===== src/rtl/pipe_scheduler.sv =====
// Game sequencer: IDLE/RUN/DEAD play FSM, pipe scroll position, per-lap gap height from a free-running LFSR, score.
// All outputs registered; one clk from input to output, no backpressure (Collision/Button sampled every clk).
module pipe_scheduler #(
    parameter int          SCREEN_W  = 640,
    parameter int          PIPE_W    = 90,
    parameter int          BIRD_X    = 160,
    parameter int          GAP_MIN   = 40,
    parameter int          GAP_MAX   = 240,
    parameter int          TICK_DIV  = 65536,
    parameter logic [15:0] LFSR_SEED = 16'hACE1
) (
    input  logic        clk,
    input  logic        Reset,
    input  logic        Button,
    input  logic        Collision,
    output logic [15:0] PipesPosition,
    output logic [15:0] PipesLong,
    output logic        Status,
    output logic        ScoreInc,
    output logic [15:0] Score,
    output logic [1:0]  State
);

    typedef enum logic [1:0] {
        S_IDLE = 2'd0,
        S_RUN  = 2'd1,
        S_DEAD = 2'd2
    } state_t;

    localparam int          TW        = $clog2(TICK_DIV);
    localparam logic [TW-1:0] TICK_LAST = TW'(TICK_DIV - 1);
    localparam logic [15:0] SCREEN_16 = 16'(SCREEN_W);
    localparam logic [15:0] SCORE_POS = 16'(BIRD_X - PIPE_W);
    localparam logic [15:0] GAP_MIN16 = 16'(GAP_MIN);
    localparam logic [15:0] GAP_MID16 = 16'((GAP_MIN + GAP_MAX) / 2);
    localparam logic [7:0]  RANGE8    = 8'(GAP_MAX - GAP_MIN);

    state_t          state_q;
    logic [15:0]     pos_q;
    logic [15:0]     len_q;
    logic [15:0]     score_q;
    logic [15:0]     lfsr_q;
    logic [15:0]     lfsr_d;
    logic [TW-1:0]   tick_q;
    logic            btn_q;
    logic            status_q;
    logic            inc_q;
    logic            press;
    logic [7:0]      gap_v;
    logic [15:0]     len_d;

    // Fibonacci taps 16,14,13,11 with a right shift: feedback enters at bit 15
    assign lfsr_d = {lfsr_q[0] ^ lfsr_q[2] ^ lfsr_q[3] ^ lfsr_q[5], lfsr_q[15:1]};
    assign press  = Button & ~btn_q;

    // Folding values above the range by 128 keeps the gap inside GAP_MIN..GAP_MAX
    assign gap_v  = (lfsr_q[7:0] > RANGE8) ? (lfsr_q[7:0] - 8'd128) : lfsr_q[7:0];
    assign len_d  = GAP_MIN16 + {8'd0, gap_v};

    always_ff @(posedge clk) begin
        if (Reset) begin
            state_q  <= S_IDLE;
            pos_q    <= SCREEN_16;
            len_q    <= GAP_MID16;
            score_q  <= 16'd0;
            inc_q    <= 1'b0;
            status_q <= 1'b0;
            tick_q   <= '0;
            lfsr_q   <= LFSR_SEED;
            btn_q    <= 1'b0;
        end else begin
            btn_q   <= Button;
            lfsr_q  <= lfsr_d;
            inc_q   <= 1'b0;
            score_q <= score_q;
            case (state_q)
                S_IDLE: begin
                    if (press) begin
                        state_q  <= S_RUN;
                        status_q <= 1'b1;
                        tick_q   <= '0;
                    end
                end
                S_RUN: begin
                    if (Collision) begin
                        state_q  <= S_DEAD;
                        status_q <= 1'b0;
                    end else if (tick_q == TICK_LAST) begin
                        tick_q <= '0;
                        if (pos_q == 16'd0) begin
                            pos_q <= SCREEN_16;
                            len_q <= len_d;
                        end else begin
                            pos_q <= pos_q - 16'd1;
                            if (pos_q == SCORE_POS) begin
                                inc_q <= 1'b1;
                                if (score_q != 16'hFFFF) begin
                                    score_q <= score_q + 16'd1;
                                end
                            end
                        end
                    end else begin
                        tick_q <= tick_q + TW'(1);
                    end
                end
                S_DEAD: begin
                    if (press) begin
                        state_q <= S_IDLE;
                        pos_q   <= SCREEN_16;
                        score_q <= 16'd0;
                    end
                end
                default: begin
                    state_q  <= S_IDLE;
                    status_q <= 1'b0;
                end
            endcase
        end
    end

    assign PipesPosition = pos_q;
    assign PipesLong     = len_q;
    assign Status        = status_q;
    assign ScoreInc      = inc_q;
    assign Score         = score_q;
    assign State         = state_q;

endmodule


===== config.mk =====
export PLATFORM = sky130hd
export DESIGN_NAME = pipe_scheduler
export DESIGN_NICKNAME = d
export VERILOG_FILES = /design/src/rtl/pipe_scheduler.sv
export SDC_FILE = /design/constraint.sdc
export NUM_CORES = 1
export LEC_CHECK = 0
export CORE_ASPECT_RATIO = 0.75
export CORE_UTILIZATION = 45
export CTS_CLUSTER_DIAMETER = 150
export CTS_CLUSTER_SIZE = 24
export DETAILED_ROUTE_END_ITERATION = 16
export HOLD_SLACK_MARGIN = 0.08
export PLACE_DENSITY = 0.77
export SLEW_MARGIN = 20
export SYNTH_ARGS = -nofsm -noshare
export SYNTH_HDL_FRONTEND = slang
export SYNTH_SLANG_ARGS = --single-unit

===== constraint.sdc =====
create_clock -name clk -period 2.6 [get_ports clk]
set_input_delay 0.52 -clock clk [delete_from_list [all_inputs] [get_ports clk]]
set_output_delay 0.52 -clock clk [all_outputs]
set_load 0.02 [all_outputs]

== Word level (Yosys, flattened, before mapping) ==
Cells that the tools add are included.

* Input port bits: 4
* Register bits after elaboration: 85
* Logic and storage cells: 72

* Multiplexer cells: 24
* Bitwise operators: 9
* Magnitude comparators: 1
* Equal/unequal tests: 13
* Reduce and logical (&&, ||, !) cells: 11
* Add/subtract/negate cells: 5

{| class="wikitable"
|+ Operators with widths
! cell !! count
|-
| $mux W16 || 12
|-
| $pmux W16 S2 || 3
|-
| $add A16 B1 Y16 const B || 2
|-
| $eq A16 B16 Y1 const B || 1
|-
| $eq A16 B7 Y1 const B || 1
|-
| $logic_not A16 Y1 || 1
|-
| $ne A16 B16 Y1 const B || 1
|-
| $ne A2 B2 Y1 const B || 8
|-
| $sub A16 B1 Y16 const B || 1
|-
| $add A6 B8 Y9 const A || 1
|-
| $reduce_and A3 Y1 || 3
|-
| $gt A8 B8 Y1 const B || 1
|-
| $mux W8 || 1
|-
| $reduce_and A4 Y1 || 2
|-
| $sub A8 B8 Y8 const B || 1
|-
| $reduce_and A7 Y1 || 1
|-
| $mux W2 || 3
|-
| $pmux W2 S3 || 1
|-
| $not A1 Y1 || 5
|-
| $reduce_or A5 Y1 || 1
|-
| $reduce_bool A2 Y1 || 2
|-
| $mux W1 || 3
|-
| $pmux W1 S3 || 1
|-
| $xor A1 B1 Y1 || 3
|-
| 4 further kinds || 4
|}

== Logic depth before layout (Yosys ltp) ==
Gate-level depths: netlist of run 1.

* Depth after elaboration: 7
* Gate-level depth with buffers: 9
* Mapped depth without buffers: 8

== Worst setup path after synthesis of run 1 ==
OpenSTA, ideal clock, no wires.

* Path type: register to register
* From: register pos_q[0], in the netlist PipesPosition[0]
* To: register score_q[13], in the netlist Score[13]
* Data arrival time: 2.519 ns
* Path buffers: 1
* Setup time: 0.116 ns
* Required time: 2.484 ns
* Cell stages (with the launch flop): 10
* Setup slack: -0.035 ns
* Cell sequence: dfxtp_1 > inv_1 > ha_1 > nor4b_1 > and2_2 > a2111o_1 > buf_6 > a2111oi_4 > a31oi_1 > a41o_1

* Word-level cells in the longest chain between the ends: 3

{| class="wikitable"
|+ Ends and longest elaborated chain
! element !! RTL line !! text
|-
| start, declared || 39 || <nowiki>logic [15:0] pos_q;</nowiki>
|-
| start signal, assigned || 94 || <nowiki>pos_q <= pos_q - 16'd1;</nowiki>
|-
| $eq A16 B7 Y1 / $logic_not A16 Y1 (equally long branches) || 95, 90 ||
|-
| $ne A2 B2 Y1 (no line) || -- ||
|-
| $reduce_and A7 Y1 (no line) (*) || -- ||
|-
| end signal, assigned || 75 || <nowiki>score_q <= score_q;</nowiki>
|-
| end signal, assigned || 98 || <nowiki>score_q <= score_q + 16'd1;</nowiki>
|-
| end, declared || 41 || <nowiki>logic [15:0] score_q;</nowiki>
|}

Mark *: on every way between the ends. The rest lies on a longest branch, timed or not.
A chain may end at the register's enable or synchronous reset.

== Final worst setup path of run 1 ==
Ends and elaborated chain as after synthesis.

==> results of run 1 <==
per-layer routing:
| layer | GRT usage | part of all wire | vias up |
|---|---|---|---|
| met3 | 0.0593 | 0.060 | 6 |
| met1 | 0.284 | 0.48 | 1594 |
| li1 | - | - | 1647 |
| met2 | 0.344 | 0.45 | 83 |
| met5 | 0 | 0 | - |
| met4 | 0.0342 | 0.0068 | 0 |
through the flow:
| stage | cell area, µm² | setup WS (ns) | hold WS [ns] | utilization |
|---|---|---|---|---|
| 2_1_floorplan | 3730 | 0.0170 | 0.389 | - |
| 3_3_place_gp | 4330 | 0.0599 | 0.392 | 0.546 |
| 3_5_place_dp | 4330 | 0.0234 | 0.392 | 0.546 |
| 4_1_cts | 4560 | 0.0744 | 0.402 | 0.575 |
| 5_1_grt | 4590 | 0.0139 | 0.415 | 0.579 |
| 6_report | 4590 | 0.106 | 0.404 | 0.579 |
cells in the mapped netlist (2+ instances only):
cell,number,area (µm²)
dfxtp_1,78,1560
nor2_1,56,210
nand2_1,48,180
a21oi_1,37,185
nor3_1,14,70.1
nand3_1,13,65.1
o21ai_0,13,65.1
xnor2_1,12,105
clkbuf_1,11,41.3
nand4_1,11,68.8
nor2b_1,11,68.8
or2_2,9,56.3
nand2b_1,8,50.1
xor2_1,8,70.1
buf_4,7,52.6
inv_1,7,26.3
or3_1,6,37.5
a211oi_1,5,37.5
a31oi_1,5,31.3
and3_1,5,31.3
and4_1,5,43.8
ha_1,5,62.6
mux2i_1,4,40.0
a211o_1,3,26.3
a21o_1,3,22.5
a22oi_1,3,22.5
a31o_2,3,26.3
and2_1,3,18.8
buf_6,3,33.8
a2111oi_2,2,30.0
a21o_2,2,17.5
buf_1,2,7.51
nand3b_1,2,15.0
nor3b_1,2,15.0
nor4_4,2,42.5
o21bai_1,2,15.0
or4_1,2,15.0
repair_timing:
item | in CTS | in global routing
endpoints found under the hold margin | 0 | 0
endpoints found under the setup margin | 0 | 4
gates resized for setup | 0 | 5
setup buffers | 0 | 2
worst max path at each step:
| stage | startpoint | endpoint | slack, ns | depth (start not counted) |
|---|---|---|---|---|
| 5_1_grt | PipesPosition[0] | Score[8] | 0.01 | 10 |
| 3_3_place_gp | Button | tick_q[10] | 0.06 | 6 |
| 2_1_floorplan | PipesPosition[0] | Score[13] | 0.02 | 9 |
| 4_1_cts | PipesPosition[1] | Score[2] | 0.07 | 10 |
| 3_5_place_dp | Button | tick_q[10] | 0.02 | 6 |
| 6_report | PipesPosition[0] | Score[13] | 0.11 | 9 |
worst max-delay path, delay by kind of cell (launching register included):
family | cells | cell delay (ns)
buf+inv | 2 | 0.25
compound gates | 4 | 1.19
simple gates | 2 | 0.37
flops | 1 | 0.35
fa+ha+maj | 1 | 0.22
state kept, by name (all words and copies together), names as in the netlist:
name / count
State: 2
PipesLong: 9
lfsr_q: 16
tick_q: 16
Status: 1
Score: 16
ScoreInc: 1
btn_q: 1
PipesPosition: 16
cell families after synthesis:
kind of cell,count (synthesis)
XOR/XNOR,20
flip-flops,78
AND/OR/NAND/NOR,208
multiplexers,4
adder cells (fa/ha/maj),5
buffers and inverters,30
AO/OA/AOI/OAI,90
other,1
cell type report:
cell class	count	area share
clock inverter	7	0.0229
timing repair buffer	68	0.137
inverter	7	0.00573
multi-input combinational	334	0.438
tap	105	0.0286
clock buffer	9	0.0270
sequential	78	0.341
power groups by stage:
stage	clock [mW]	combinational, mW	sequential [mW]
2_1_floorplan	0	0.116	1.26
3_3_place_gp	0	0.157	1.26
3_5_place_dp	0	0.160	1.26
4_1_cts	1.07	0.161	1.24
5_1_grt	1.12	0.179	1.24
6_report	1.05	0.162	1.24
==> metrics.md, run 1 <==
| Metric | Value |
|---|---|
| Yosys reg bits | `78` |
| Die Ht | `around 81 µm` |
| Post-synthesis simple-gate area fraction | `0.297` |
| Clock sinks | `slightly below 80` |
| Ant diodes | `0` |
| Cell count of the worst hold path | `1` |
| Register-to-Register Path Depth | `9` |
| Final Critical Period | `around 2.5 ns` |
| Setup slack, reg-to-reg | `around 0.11 ns` |
| Crit-path slowest cell | `a2111o_1` |
| HP Class | `reg2reg` |
| Setup CP Type | `reg2reg` |
| Commonest non-fill, non-tap cell in the layout | `dfxtp_1` |
| Die area | `between 8000 and 9000 µm²` |
| Setup tns final | `0 ns` |
| Max-slew violations | `0` |
| Clock transition at path regs | `approximately 0.09 ns` |
| Syn_area_per_cell | `about 8.5 µm²` |
| Critical path arrival | `2.75 ns` |
| RePlAce Congestion | `0.906` |
| Layout cells sized above 1 | `0.131` |
| Fillcell total | `748` |
| Seq/Total Area, Yosys | `0.421` |
| Drt initial violations | `119` |
| Total power | `approximately 2.4 mW` |
| Leakage Power | `roughly 1.6 nW` |
| Starting Density | `0.468` |
| TritonCTS clock tree | `done` |
| Switching Fraction | `0.248` |
| Initial antenna violation count | `0` |
| Drt first pass iters | `4` |
| Run status | `finished clean` |
| Most used DFF post-synth | `dfxtp_1` |
| Type of origin of the critical path | `register` |
| Nets | `507` |
| CP endpoint kind | `register` |
| Hold-critical path endpoint | `lfsr_q[7]` |
| Total track usage | `0.212` |
| Post-synthesis mux area share | `0.0108` |
| Most frequent cells in the layout | `dfxtp_1 (76), nor2_1 (56), nand2_1 (48)` |
| Worst-path maximum fanout | `6` |
| Final period util | `0.959` |
| Via count | `about 3300` |
| Area of the mapped netlist | `3700 µm²` |
| Vias in the first global route | `just over 3000` |
| CTS Buffer Depth | `2` |
| Root Buffer Master | `clkbuf_8` |
| Adder and majority gate portion of the synthesized area | `0.0169` |
| Drt total wl | `approximately 8700 µm` |
| Area delta synth->final | `23.8%` |
| Clock power share | `0.428` |
| Combinational Power Share | `0.066` |
| Worst Path Required | `2.86 ns` |
| Multi-input logic area | `2010 µm²` |
| Hold buffers post-CTS | `0` |
| Post-synth EDFFs | `0` |
| Fmax | `0.401 GHz` |
| Count of non-filler cells in the finished layout | `between 600 and 700` |
| Routed WL per cell | `14.3 µm` |
| Post-synth cell types | `61` |
| Number of remaining DRC errors | `0` |
| Relative slew slack | `0.443` |
| Worst R2R Start | `PipesPosition[0]` |
| Pwr per Cell Area | `533 nW/µm²` |
| Peak supply drop | `about 0.0003 V` |
| Hold_sp | `lfsr_q[8]` |
| Setup violations, final | `0` |
| Int Pwr | `roughly 1.8 mW` |
| Reg area | `around 1600 µm²` |
| Worst stage delay on the critical path | `approximately 0.48 ns` |
| ANT nets after route | `0` |
| Worst path cell trace | `inv_1 -> ha_2 -> nor4b_1 -> and2_2 -> a2111o_1 -> a2111oi_4 -> buf_6 -> a31oi_1 -> a41o_1` |
| Actual slew at the worst max-slew pin | `between 0.8 and 0.9 ns` |
| Drt via density | `~5.5` |
| Port Buffers | `48` |
| Reg2reg end | `Score[13]` |
| Main combinational cell family by area after synthesis | `simple AND/OR/NAND/NOR gates` |
| FP Rows | `28` |
| DP HPWL | `~6100 µm` |
| DP Cell Count | `approximately 600` |
| Warnings from Yosys | `0` |
| Post-synthesis compound-gate area fraction | `0.162` |
| Cts bufs inserted | `9` |
| Setup repair after global routing missed its margin | `false` |
| First-pass GRT wire length | `~14000 µm` |
| Pin count of the biggest net entering global routing | `35` |
| Sequential Power Share | `0.506` |
| Synth Instances | `436` |
| Overflow after GRT | `0` |
| Synth Area in XOR/XNOR | `0.0473` |
| Die X | `107 µm` |
| Core Box Area | `between 7000 and 8000 µm²` |
| Hold Violations, Final | `0` |
| Async S/R FF share, synth | `0` |
| Clk_skew | `slightly above 0.008 ns` |
| # IOs | `56` |
| Clk_lat worst skew | `0.36 ns` |
| Max_cap viols | `0` |
| H-Tree Level Count | `3` |
| Switching power | `slightly above 0.6 mW` |
Note: power is estimated with default switching activity, not from simulation.
==> run 2: changes to the inputs <==
--- a/config.mk
+++ b/config.mk
@@ -5,6 +5,7 @@
 export SDC_FILE = /design/constraint.sdc
 export NUM_CORES = 1
 export LEC_CHECK = 0
+export CAP_MARGIN = 20
 export CORE_ASPECT_RATIO = 0.75
 export CORE_UTILIZATION = 45
 export CTS_CLUSTER_DIAMETER = 150
==> results of run 2 <==
Final layout, timing and power as in run 1 (identical DEF).
==> run 3: changes to the inputs <==
--- a/config.mk
+++ b/config.mk
@@ -6,7 +6,7 @@
 export NUM_CORES = 1
 export LEC_CHECK = 0
 export CAP_MARGIN = 20
-export CORE_ASPECT_RATIO = 0.75
+export CORE_ASPECT_RATIO = 0.7
 export CORE_UTILIZATION = 45
 export CTS_CLUSTER_DIAMETER = 150
 export CTS_CLUSTER_SIZE = 24
==> run 3 against run 2 <==
Effect of this change: cell count down 1.3%; clock skew decreased by 0.0026 ns; maximum frequency is 1.3% higher; global-route usage rose by 0.89 points; die area about the same; sequential share of layout area shrank 0.74 points; register-to-register slack better by 0.03 ns; clock power increased by 33%.
==> metrics.md, run 3 (synthesis results as in run 1) <==
| Metric | Value |
|---|---|
| Setup tns final | `0 ns` |
| Utilization after layout | `0.592` |
| Top Family by Delay on Critical Path | `compound AO/OA/AOI/OAI gates` |
| Pin count of the biggest net entering global routing | `35` |
| Switching power | `between 0.5 and 0.6 mW` |
| Die Ht | `77.9 µm` |
| Worst stage delay on the critical path | `just over 0.4 ns` |
| Fmax | `0.406 GHz` |
| Commonest non-fill, non-tap cell in the layout | `dfxtp_1` |
| Run status | `finished clean` |
| Critical path arrival | `between 2 and 3 ns` |
| CP endpoint kind | `register` |
| Total track usage | `0.221` |
| RePlAce Congestion | `between 0.8 and 0.9` |
| Number of remaining DRC errors | `0` |
| Final Critical Period | `approximately 2.5 ns` |
| CP bufs+invs | `2` |
| Die X | `around 110 µm` |
| Cts bufs inserted | `9` |
| Crit-path slowest cell | `a2111oi_2` |
| Most frequent cells in the layout | `dfxtp_1 (78), nor2_1 (56), nand2_1 (48)` |
| Type of origin of the critical path | `register` |
| Combinational Power Share | `0.059` |
| Worst Path Required | `between 2 and 3 ns` |
| Final setup margin | `0.139 ns` |
| Highest routed metal layer | `met4` |
| Vias in the first global route | `between 3000 and 4000` |
| Area delta synth->final | `26.4%` |
| Port Buffers | `between 40 and 50` |
| Final period util | `0.946` |
| Hold Violations, Final | `0` |
| FP Rows | `27` |
| Max-slew violations | `0` |
| Drt via density | `between 5 and 6` |
| Met3 wire length | `495 µm` |
| Peak supply drop | `~0.00049 V` |
| Fillcell total | `around 710` |
| Routed WL per cell | `about 15 µm` |
| Clock sinks | `between 70 and 80` |
| Drt first pass iters | `5` |
| Setup violations, final | `0` |
| Wl on met1 | `about 4400 µm` |
| Pwr per Cell Area | `between 500 and 600 nW/µm²` |
| Worst path cell trace | `inv_1 -> ha_2 -> nor4b_1 -> and2_2 -> a2111o_1 -> buf_4 -> a2111oi_2 -> xnor2_1 -> nor2_1` |
| Nets | `approximately 510` |
| DP HPWL | `6120 µm` |
| Overflow after GRT | `0` |
| H-Tree Level Count | `3` |
| Int Pwr | `around 2.2 mW` |
| Met2 wire len | `4000 µm` |
| Sequential Power Share | `0.441` |
| Setup repair after global routing missed its margin | `false` |
| Clk_skew | `~0.0056 ns` |
| Starting Density | `0.469` |
| Ant diodes | `0` |
| First-pass GRT wire length | `15400 µm` |
| Core Box Area | `7910 µm²` |
| # IOs | `56` |
| Initial antenna violation count | `0` |
| Drt initial violations | `roughly 230` |
| Worst-path maximum fanout | `8` |
| HP Class | `reg2reg` |
| Leakage Power | `1.68 nW` |
| Die area | `approximately 8600 µm²` |
| Clock transition at path regs | `around 0.060 ns` |
| Drt total wl | `9020 µm` |
| ANT nets after route | `0` |
| TritonCTS clock tree | `done` |
| Actual slew at the worst max-slew pin | `0.545 ns` |
| Clk_lat worst skew | `0.34 ns` |
| Hold buffers post-CTS | `0` |
| Setup CP Type | `reg2reg` |
| CTS Buffer Depth | `2` |
| Root Buffer Master | `clkbuf_16` |
| Switching Fraction | `0.213` |
| Via count | `approximately 3400` |
| Clock power share | `0.500` |
| Max_cap viols | `0` |
| Pre-CTS WS | `between 0.06 and 0.07 ns` |
| Layout cells sized above 1 | `0.122` |
| Relative slew slack | `0.635` |
==> run 3: cell count changes in the layout (fill, tap and decap cells not counted), sizes merged <==
cell,delta
clkinv,+1
buf,-3
clkinvlp,-1
inv,-3
clkbuf,+1
bufinv,+1
==> run 3: power by group through the flow <==
stage,clock [mW],sequential (mW),combinational (mW)
2_1_floorplan,0,1.26,0.116
3_3_place_gp,0,1.26,0.155
3_5_place_dp,0,1.26,0.159
4_1_cts,1.42,1.24,0.162
5_1_grt,1.47,1.24,0.179
6_report,1.40,1.24,0.166
==> run 3: per-stage QoR <==
| step | power (mW) | cell area (µm²) | std cells | hold slack [ns] |
|---|---|---|---|---|
| floorplan | 1.38 | 3730 | 442 | 0.389 |
| global placement | 1.42 | 4330 | 586 | 0.394 |
| global route | 2.89 | 4680 | 600 | 0.421 |
| finish | 2.81 | 4680 | 600 | 0.409 |
| detailed placement | 1.42 | 4330 | 586 | 0.396 |
| CTS | 2.82 | 4660 | 600 | 0.412 |
==> run 3: timing repair <==
item,4_1_cts,5_1_grt
resized for setup,1,4
setup endpoints to repair,1,8
buffers inserted,0,0
==> run 3: final timing paths <==
check	to	from	cells past startpoint	slack, ns
worst max-delay path	Score[10]	PipesPosition[0]	9	0.14
worst min-delay path	lfsr_q[13]	lfsr_q[14]	1	0.41
worst max register to register	Score[10]	PipesPosition[0]	9	0.14
worst min register to register	lfsr_q[13]	lfsr_q[14]	1	0.41
==> run 3: per-layer routing <==
metal	up-vias	track usage
met1	1613	0.294
met4	0	0.0787
met5	-	0
met3	14	0.0656
li1	1646	-
met2	97	0.339
==> run 3: final cells by class <==
class	count	area, µm²	area share
multi-input cells	334	2030	0.433
clock buffers	9	225	0.0481
clock inverters	5	100	0.0214
flip-flops and latches	78	1560	0.334
well taps	101	126	0.0270
inverters	7	26.3	0.00561
repair buffers	66	614	0.131
